**src/rtl/median_result_writer.sv**
```systemverilog
// Write-back stage of the median filter: streams interior pixels to frame memory.
// Define MEDIAN_WRITER_BORDER_FILL_EN to pre-fill the one-pixel border ring with BORDER_VAL.
module median_result_writer #(
  parameter int          IMG_W      = 64,
  parameter int          IMG_H      = 64,
  parameter int          DATA_W     = 8,
  parameter int          ADDR_W     = 12,
  parameter int unsigned BORDER_VAL = 0
) (
  input  logic              clk,
  input  logic              rst,
  input  logic              start,
  input  logic              in_valid,
  input  logic [DATA_W-1:0] in_data,
  output logic              in_ready,
  output logic              wr_en,
  output logic [ADDR_W-1:0] wr_addr,
  output logic [DATA_W-1:0] wr_data,
  output logic              busy,
  output logic              frame_done
);

  localparam int CNT_W = $clog2(IMG_W > IMG_H ? IMG_W : IMG_H);
  localparam logic [CNT_W-1:0] COL_LAST = CNT_W'(IMG_W - 3);
  localparam logic [CNT_W-1:0] ROW_LAST = CNT_W'(IMG_H - 3);

`ifdef MEDIAN_WRITER_BORDER_FILL_EN
  typedef enum logic [1:0] {IDLE, BORDER, STREAM, DONE} state_t;
  typedef enum logic [1:0] {B_TOP, B_BOTTOM, B_SIDES} bphase_t;

  localparam logic [ADDR_W-1:0] TOP_END   = ADDR_W'(IMG_W - 1);
  localparam logic [ADDR_W-1:0] BOT_START = ADDR_W'((IMG_H - 1) * IMG_W);
  localparam logic [ADDR_W-1:0] BOT_END   = ADDR_W'(IMG_W * IMG_H - 1);
  localparam logic [ADDR_W-1:0] SIDE_END  = ADDR_W'((IMG_H - 1) * IMG_W - 1);
  localparam logic [ADDR_W-1:0] ROW_STEP  = ADDR_W'(IMG_W);
  localparam logic [ADDR_W-1:0] SIDE_STEP = ADDR_W'(IMG_W - 1);

  bphase_t bphase;
  logic    right_side;
`else
  typedef enum logic [1:0] {IDLE, STREAM, DONE} state_t;
`endif

  state_t            state;
  logic [CNT_W-1:0]  col;
  logic [CNT_W-1:0]  row;
  logic [ADDR_W-1:0] int_addr;

  // Interior (row, col) maps to the full image shifted by one pixel in each direction.
  assign int_addr = (ADDR_W'(row) + ADDR_W'(1)) * ADDR_W'(IMG_W) + ADDR_W'(col) + ADDR_W'(1);

  always_ff @(posedge clk) begin
    if (rst) begin
      state      <= IDLE;
      col        <= '0;
      row        <= '0;
      in_ready   <= 1'b0;
      wr_en      <= 1'b0;
      wr_addr    <= '0;
      wr_data    <= '0;
      busy       <= 1'b0;
      frame_done <= 1'b0;
`ifdef MEDIAN_WRITER_BORDER_FILL_EN
      bphase     <= B_TOP;
      right_side <= 1'b0;
`endif
    end else begin
      frame_done <= 1'b0;
      case (state)
        IDLE: begin
          wr_en    <= 1'b0;
          in_ready <= 1'b0;
          busy     <= 1'b0;
          if (start) begin
            col     <= '0;
            row     <= '0;
            busy    <= 1'b1;
            wr_data <= DATA_W'(BORDER_VAL);
`ifdef MEDIAN_WRITER_BORDER_FILL_EN
            state      <= BORDER;
            wr_en      <= 1'b1;
            wr_addr    <= '0;
            bphase     <= B_TOP;
            right_side <= 1'b0;
`else
            state    <= STREAM;
            in_ready <= 1'b1;
`endif
          end
        end

`ifdef MEDIAN_WRITER_BORDER_FILL_EN
        // Walk the ring by address: top row, bottom row, then left/right pairs per row.
        BORDER: begin
          case (bphase)
            B_TOP: begin
              if (wr_addr == TOP_END) begin
                wr_addr <= BOT_START;
                bphase  <= B_BOTTOM;
              end else begin
                wr_addr <= wr_addr + ADDR_W'(1);
              end
            end
            B_BOTTOM: begin
              if (wr_addr == BOT_END) begin
                wr_addr    <= ROW_STEP;
                bphase     <= B_SIDES;
                right_side <= 1'b0;
              end else begin
                wr_addr <= wr_addr + ADDR_W'(1);
              end
            end
            default: begin
              if (!right_side) begin
                wr_addr    <= wr_addr + SIDE_STEP;
                right_side <= 1'b1;
              end else if (wr_addr == SIDE_END) begin
                wr_en    <= 1'b0;
                in_ready <= 1'b1;
                state    <= STREAM;
              end else begin
                wr_addr    <= wr_addr + ADDR_W'(1);
                right_side <= 1'b0;
              end
            end
          endcase
        end
`endif

        STREAM: begin
          // in_ready only drops after the final accept, while its write is on the bus.
          if (!in_ready) begin
            state      <= DONE;
            wr_en      <= 1'b0;
            busy       <= 1'b0;
            frame_done <= 1'b1;
          end else if (in_valid) begin
            wr_en   <= 1'b1;
            wr_data <= in_data;
            wr_addr <= int_addr;
            if (col == COL_LAST) begin
              col <= '0;
              if (row == ROW_LAST) begin
                in_ready <= 1'b0;
              end else begin
                row <= row + CNT_W'(1);
              end
            end else begin
              col <= col + CNT_W'(1);
            end
          end else begin
            wr_en <= 1'b0;
          end
        end

        DONE: begin
          state    <= IDLE;
          busy     <= 1'b0;
          in_ready <= 1'b0;
          wr_en    <= 1'b0;
        end

        default: begin
          state <= IDLE;
        end
      endcase
    end
  end

endmodule

```
**config.mk**
```make
export PLATFORM = sky130hd
export DESIGN_NAME = median_result_writer
export DESIGN_NICKNAME = d
export VERILOG_FILES = /design/src/rtl/median_result_writer.sv
export SDC_FILE = /design/constraint.sdc
export NUM_CORES = 1
export LEC_CHECK = 0
export CAP_MARGIN = 20
export CORE_UTILIZATION = 54
export CTS_BUF_LIST = sky130_fd_sc_hd__clkbuf_4
export DETAILED_ROUTE_END_ITERATION = 10
export PLACE_DENSITY = 0.8
export SKIP_CTS_REPAIR_TIMING = 1
export SYNTH_ARGS = -nofsm -noshare
export SYNTH_HDL_FRONTEND = slang
export SYNTH_SLANG_ARGS = --single-unit
```
**constraint.sdc**
```tcl
create_clock -name clk -period 2.6 [get_ports clk]
set_clock_uncertainty 0.1 [all_clocks]
set_input_delay 0.52 -clock clk [delete_from_list [all_inputs] [get_ports clk]]
set_output_delay 0.52 -clock clk [all_outputs]
set_load 0.01 [all_outputs]
```
==> impl_metrics.py, run 1 <==
metrics = {
    "setup_path": {
        "worstPathCellList": "clkdlybuf4s50_1",
        "cpPeakStageDelay_ps": 600,
        "cp_max_fo": 10,
        "rrSetupSlack_ps": 550,
        "slowest_stage": "clkdlybuf4s50_1",
        "path_buf_inv": 1,
        "end_kind": "primary output",
        "crit_type": "register to primary output",
        "crit_family": "buffers and inverters",
        "critPathRequiredTime_ps": 1980,
        "crit_arrival_ps": 1460,
        "start_kind": "register",
    },
    "global_routing": {
        "first_global_vias": 1460,
        "grt_usage_pct": 23.9,
        "gr-total-overflow": 0,
        "grt_pass1_wl_um": 6550,
        "antenna_found_initial": 0,
        "grt_max_degree": 36,
    },
    "clock_tree": {
        "cts_htree_levels": 2,
        "clkLatencyLatePin_ps": 350,
        "cts.clk_slew.worst_paths_ps": 110,
        "cts_sinks": 38,
        "numCtsBuffers": 5,
        "cts_buffer_depth": 2,
        "root_buffer": "clkbuf_4",
        "cts_tree": "built",
    },
    "sta": {
        "slew_headroom_pct": 71.8,
        "fmax_ghz": 0.480,
        "drv_slew": 0,
        "rsz0062_at_grt": "false",
        "setup_viol": 0,
        "finalCritPeriodShare_pct": 80.1,
        "worst_pin_slew_ps": 419,
        "hold_viol_final": 0,
        "min_period_ps": 2080,
        "setup_tns_ps": 0,
    },
    "detailed_routing": {
        "dr_total_vias": 1738,
        "wl_per_cell_um": 13.2,
        "antenna_left": 0,
        "firstDrtPassIters": 4,
        "drc": 0,
        "drt_iter0_markers": 56,
        "routed_wl_um": 4110,
        "avgViaCountPerCell": 5.57,
    },
    "run": {
        "cap_viol_max_count": 0,
    },
    "placed_design": {
        "port-buffer-count": 35,
        "dp.final_hpwl_um": 3020,
        "globalplace.congestion": 0.838,
        "dp_cells": 304,
    },
    "logic_synthesis": {
        "async_flop_share_pct": 0,
        "synth_area_mm2": 0.00193,
        "ys_seq_area_share_pct": 39.4,
        "syn_avg_cell_area_um2": 8.29,
        "synth_edf_count": 0,
        "ys_seq_elements": 38,
        "ys_types": 41,
        "synth_ff_type": "dfxtp_1",
        "synthCells": 233,
        "syn_nets": 255,
        "yosys_warnings": 0,
    },
    "outcome": {
        "status": "complete, no violations",
    },
    "finish": {
        "area_delta_synth_final_pct": 21.4,
        "drive_gt1_share_pct": 6.02,
        "fillCellCount": 282,
        "multi_input_area_mm2": 0.00105,
        "instances_no_fill": 312,
        "regArea_um2": 761,
        "antenna_cells": 0,
        "finish.net_count": 287,
    },
    "pwr": {
        "p_leak_nw": 0.809,
        "post-layout-total-power_w": 0.00143,
        "power.density_mw_per_mm2": 611,
        "peakVddDrop_v": 0.000466,
    },
    "floorplanning": {
        "coreArea_mm2": 0.00339,
        "die_w_um": 61.8,
        "ios": 36,
        "die_h_um": 61.8,
        "initial_utilization_pct": 57.0,
        "die-area_mm2": 0.00382,
        "rows": 21,
    },
    "worst_hold_path": {
        "hp-class": "register to register",
    },
}
report_power, final:
part | internal [W] | switching (W)
combinational | 0.000194 | 0.000274
sequential | 0.000626 | 0.0000395
clock | 0.000112 | 0.000188
total | 0.000932 | 0.000501
metal layers:
layer	vias up	global-route usage [%]	routed length, um
met2	38	39.8	1950
met3	8	6.21	169
met5	-	0	0
met1	805	29.5	1900
li1	887	-	-
met4	0	9.21	84
per-stage QoR:
| stage | cell area (um^2) | utilization (%) | hold slack [ps] | worst slack, ps |
|---|---|---|---|---|
| 4_1_cts | 2350 | 69.2 | 363 | 502 |
| 5_1_grt | 2350 | 69.2 | 393 | 352 |
| 6_report | 2350 | 69.2 | 359 | 516 |
| 3_5_place_dp | 2290 | 67.6 | 348 | 294 |
| 3_3_place_gp | 2290 | 67.6 | 338 | 336 |
| 2_1_floorplan | 1930 | - | 347 | 676 |
final timing paths:
kind / start / end / depth (start not counted)
worst max-delay path: in_ready / in_ready / 1
worst min-delay path: wr_data[5] / wr_data[5] / 2
worst max register to register: state[0] / row[3] / 6
worst min register to register: wr_data[5] / wr_data[5] / 2
registers in the layout, indices dropped and copies added, names as in the netlist:
signal	flops
in_ready	1
col	6
row	6
state	2
busy	1
frame_done	1
wr_en	1
wr_addr	12
wr_data	8
layout by cell type (no fill, tap or decap), types with 2 or more instances in the layout:
cell type / netlist / routed
dfxtp_1: 38 / 38
clkdlybuf4s50_1: 0 / 35
a21oi_1: 25 / 25
nand2_1: 21 / 21
nand3_1: 18 / 18
nor2_1: 17 / 17
ha_1: 10 / 10
o21ai_1: 9 / 9
inv_1: 8 / 8
and3_1: 8 / 8
xnor2_1: 7 / 7
a211oi_1: 6 / 6
clkbuf_4: 0 / 6
buf_4: 2 / 6
nor2b_1: 5 / 5
nand2b_1: 5 / 5
nor3_1: 5 / 5
a31oi_1: 4 / 4
nand4_1: 3 / 3
xor2_1: 3 / 3
nor4_1: 3 / 3
mux2i_1: 2 / 2
or3_1: 2 / 2
nand3b_1: 2 / 2
or4_1: 2 / 2
worst min-delay path, stage by stage (launching register included):
cell and delay [ps]:
dfxtp_1 320, nand2_1 50, a21oi_1 50
cell usage after synthesis, drive strengths merged, types with 2 or more instances:
library cell,number,area [um^2]
nand3,18,90.1
dfxtp,38,761
nand2,21,78.8
or3,2,12.5
clkbuf,8,30.0
a21oi,26,141
o21ai,10,50.0
mux2i,2,20.0
nor2b,5,31.3
nor2,17,63.8
a211oi,6,45.0
xor2,3,26.3
nor4,3,18.8
buf,8,62.6
ha,10,125
and3,8,50.1
inv,8,30.0
or4,2,15.0
nand2b,5,31.3
nand4,3,18.8
a31oi,4,25.0
xnor2,7,61.3
nand3b,2,15.0
nor3,5,25.0
layout make-up:
cell class                      count  share of cell area (%)
Clock inverter                      2                   0.373
Timing Repair Buffer               41                    16.9
Sequential cell                    38                    32.4
Inverter                            8                    1.28
Multi-Input combinational cell    171                    44.7
Clock buffer                        6                    1.92
Tap cell                           46                    2.45
kinds of logic (layout without fill, tap and decap cells):
family	count (synthesis)	after routing	synth area share [%]
simple gates	92	92	23.6
buf+inv	24	57	6.35
mux	2	2	1.04
flops	38	38	39.4
xor+xnor	10	10	4.53
compound gates	57	57	18.6
fa+ha+maj	10	10	6.48
Power figures use the tool's default switching activity.
==> run 2: changes to the inputs <==
--- a/config.mk
+++ b/config.mk
@@ -6,10 +6,10 @@
 export NUM_CORES = 1
 export LEC_CHECK = 0
 export CAP_MARGIN = 20
-export CORE_UTILIZATION = 54
+export CORE_UTILIZATION = 48
 export CTS_BUF_LIST = sky130_fd_sc_hd__clkbuf_4
 export DETAILED_ROUTE_END_ITERATION = 10
-export PLACE_DENSITY = 0.8
+export PLACE_DENSITY = 0.75
 export SKIP_CTS_REPAIR_TIMING = 1
 export SYNTH_ARGS = -nofsm -noshare
 export SYNTH_HDL_FRONTEND = slang
==> constraint.sdc (replaced) <==
create_clock -name clk -period 1.9 [get_ports clk]
set_clock_uncertainty 0.1 [all_clocks]
set_input_delay 0.38 -clock clk [delete_from_list [all_inputs] [get_ports clk]]
set_output_delay 0.38 -clock clk [all_outputs]
set_load 0.01 [all_outputs]
==> impl_metrics.py, run 2 (same netlist as run 1, synthesis figures left out) <==
metrics = {
    "finish": {
        "final_core_util_pct": 67.2,
        "area_delta_synth_final_pct": 31.2,
        "regArea_um2": 763,
        "final_common_cell": "dfxtp_1",
        "fillCellCount": 324,
        "largest_reg_flops": 12,
        "multi_input_area_mm2": 0.00109,
        "finish.net_count": 303,
        "largest-register": "wr_addr",
        "fin_area_mm2": 0.00253,
        "drive_gt1_share_pct": 14.9,
        "antenna_cells": 0,
        "reg_top3": "wr_addr (12), wr_data (8)",
        "layout_common_cells": "36 x dfxtp_1, 35 x clkdlybuf4s50_1, 24 x a21oi_1",
    },
    "global_routing": {
        "antenna_found_initial": 0,
        "first_global_vias": 1661,
        "grt_max_degree": 26,
        "gr-total-overflow": 0,
        "grt_pass1_wl_um": 7560,
        "grt_usage_pct": 23.1,
    },
    "floorplanning": {
        "ios": 36,
        "initial_utilization_pct": 51.2,
        "die-area_mm2": 0.00428,
        "die_w_um": 65.4,
        "rows": 22,
        "coreArea_mm2": 0.00377,
        "die_h_um": 65.4,
    },
    "sta": {
        "fmax_ghz": 0.537,
        "hold_viol_final": 0,
        "worst_pin_slew_ps": 464,
        "finalCritPeriodShare_pct": 98.1,
        "min_period_ps": 1860,
        "slew_headroom_pct": 68.8,
        "drv_slew": 0,
        "rsz0062_at_grt": "true",
        "setup_viol": 0,
    },
    "detailed_routing": {
        "dr_total_vias": 1797,
        "antenna_left": 0,
        "routed_wl_um": 4520,
        "firstDrtPassIters": 4,
        "wl_per_cell_um": 13.7,
        "drt_iter0_markers": 78,
        "drc": 0,
        "avgViaCountPerCell": 5.45,
    },
    "setup_path": {
        "crit_type": "register to register",
        "startpoint": "state[1]",
        "end_kind": "register",
        "critPathRequiredTime_ps": 2080,
        "rr_endpoint": "row[3]",
        "crit_arrival_ps": 2040,
        "cp_max_fo": 7,
        "rrSetupSlack_ps": 40,
        "r2r-start": "state[1]",
        "setup.worst_path.end": "row[3]",
        "start_kind": "register",
        "r2r_cells": 6,
    },
    "clock_tree": {
        "cts_buffer_depth": 2,
        "cts_sinks": 38,
        "clkLatencyLatePin_ps": 350,
        "cts.clk_slew.worst_paths_ps": 120,
        "cts_htree_levels": 2,
        "numCtsBuffers": 5,
        "root_buffer": "clkbuf_4",
        "cts_tree": "built",
    },
    "pwr": {
        "peakVddDrop_v": 0.000672,
        "power.density_mw_per_mm2": 881,
        "p_leak_nw": 0.897,
    },
    "placed_design": {
        "dpl-instance-area_mm2": 0.00241,
        "globalplace.congestion": 0.872,
        "dp.final_hpwl_um": 3240,
        "port-buffer-count": 35,
    },
    "worst_hold_path": {
        "hp-class": "register to register",
    },
    "outcome": {
        "status": "complete, no violations",
    },
    "run": {
        "cap_viol_max_count": 0,
    },
}
run 2: changes by cell type in the layout (fill, tap and decap cells not counted), sizes merged:
| cell | delta |
|---|---|
| bufinv | +1 |
| clkbuf | -1 |
| buf | +16 |
run 2: how the worst min path moves through the flow:
stage               start    endpoint  slack (ps)  depth (start not counted)
2_1_floorplan      col[5]      col[5]         350                          2
3_3_place_gp   wr_addr[9]  wr_addr[9]         340                          2
3_5_place_dp   wr_data[6]  wr_data[6]         350                          2
4_1_cts        wr_addr[9]  wr_addr[9]         360                          2
5_1_grt        wr_addr[9]  wr_addr[9]         380                          2
6_report       wr_addr[9]  wr_addr[9]         360                          2
run 2: critical path, stage by stage (launching register included):
cell	delay [ps]
dfxtp_1	360
inv_2	50
ha_2	220
nor2b_1	280
o21bai_4	130
or4_4	530
a21oi_2	140
run 2: final cells by class:
cell class / count / share of cell area [%]
clock buffers: 5 / 1.48
clock inverters: 3 / 1.58
inverters: 8 / 1.19
multi-input cells: 171 / 42.9
flip-flops and latches: 38 / 30.1
well taps: 48 / 2.37
repair buffers: 57 / 20.3
run 2: layer usage:
layer | global-route usage [%] | up-vias | part of all wire [%]
met2 | 38.8 | 50 | 48
li1 | - | 920 | -
met5 | 0 | - | 0
met4 | 8.70 | 0 | 1.8
met3 | 4.34 | 9 | 3.7
met1 | 29.1 | 818 | 46
run 2: per-stage QoR:
stage	TNS (ps)	setup slack (ps)	cells	power [W]	hold slack, ps
6_report	0	37.0	330	0.00223	360
5_1_grt	-105	-40.5	330	0.00235	382
4_1_cts	-4.60	-2.72	330	0.00221	365
3_5_place_dp	-1360	-116	322	0.00167	348
3_3_place_gp	-839	-108	322	0.00165	339
2_1_floorplan	0	3.84	233	0.00137	347
run 2: where the power goes:
group / switching (W) / internal, W / leakage [nW]
Combinational: 0.000431 / 0.000360 / 0.544
Clock: 0.000271 / 0.000272 / 0.0450
Sequential: 0.0000402 / 0.000858 / 0.308
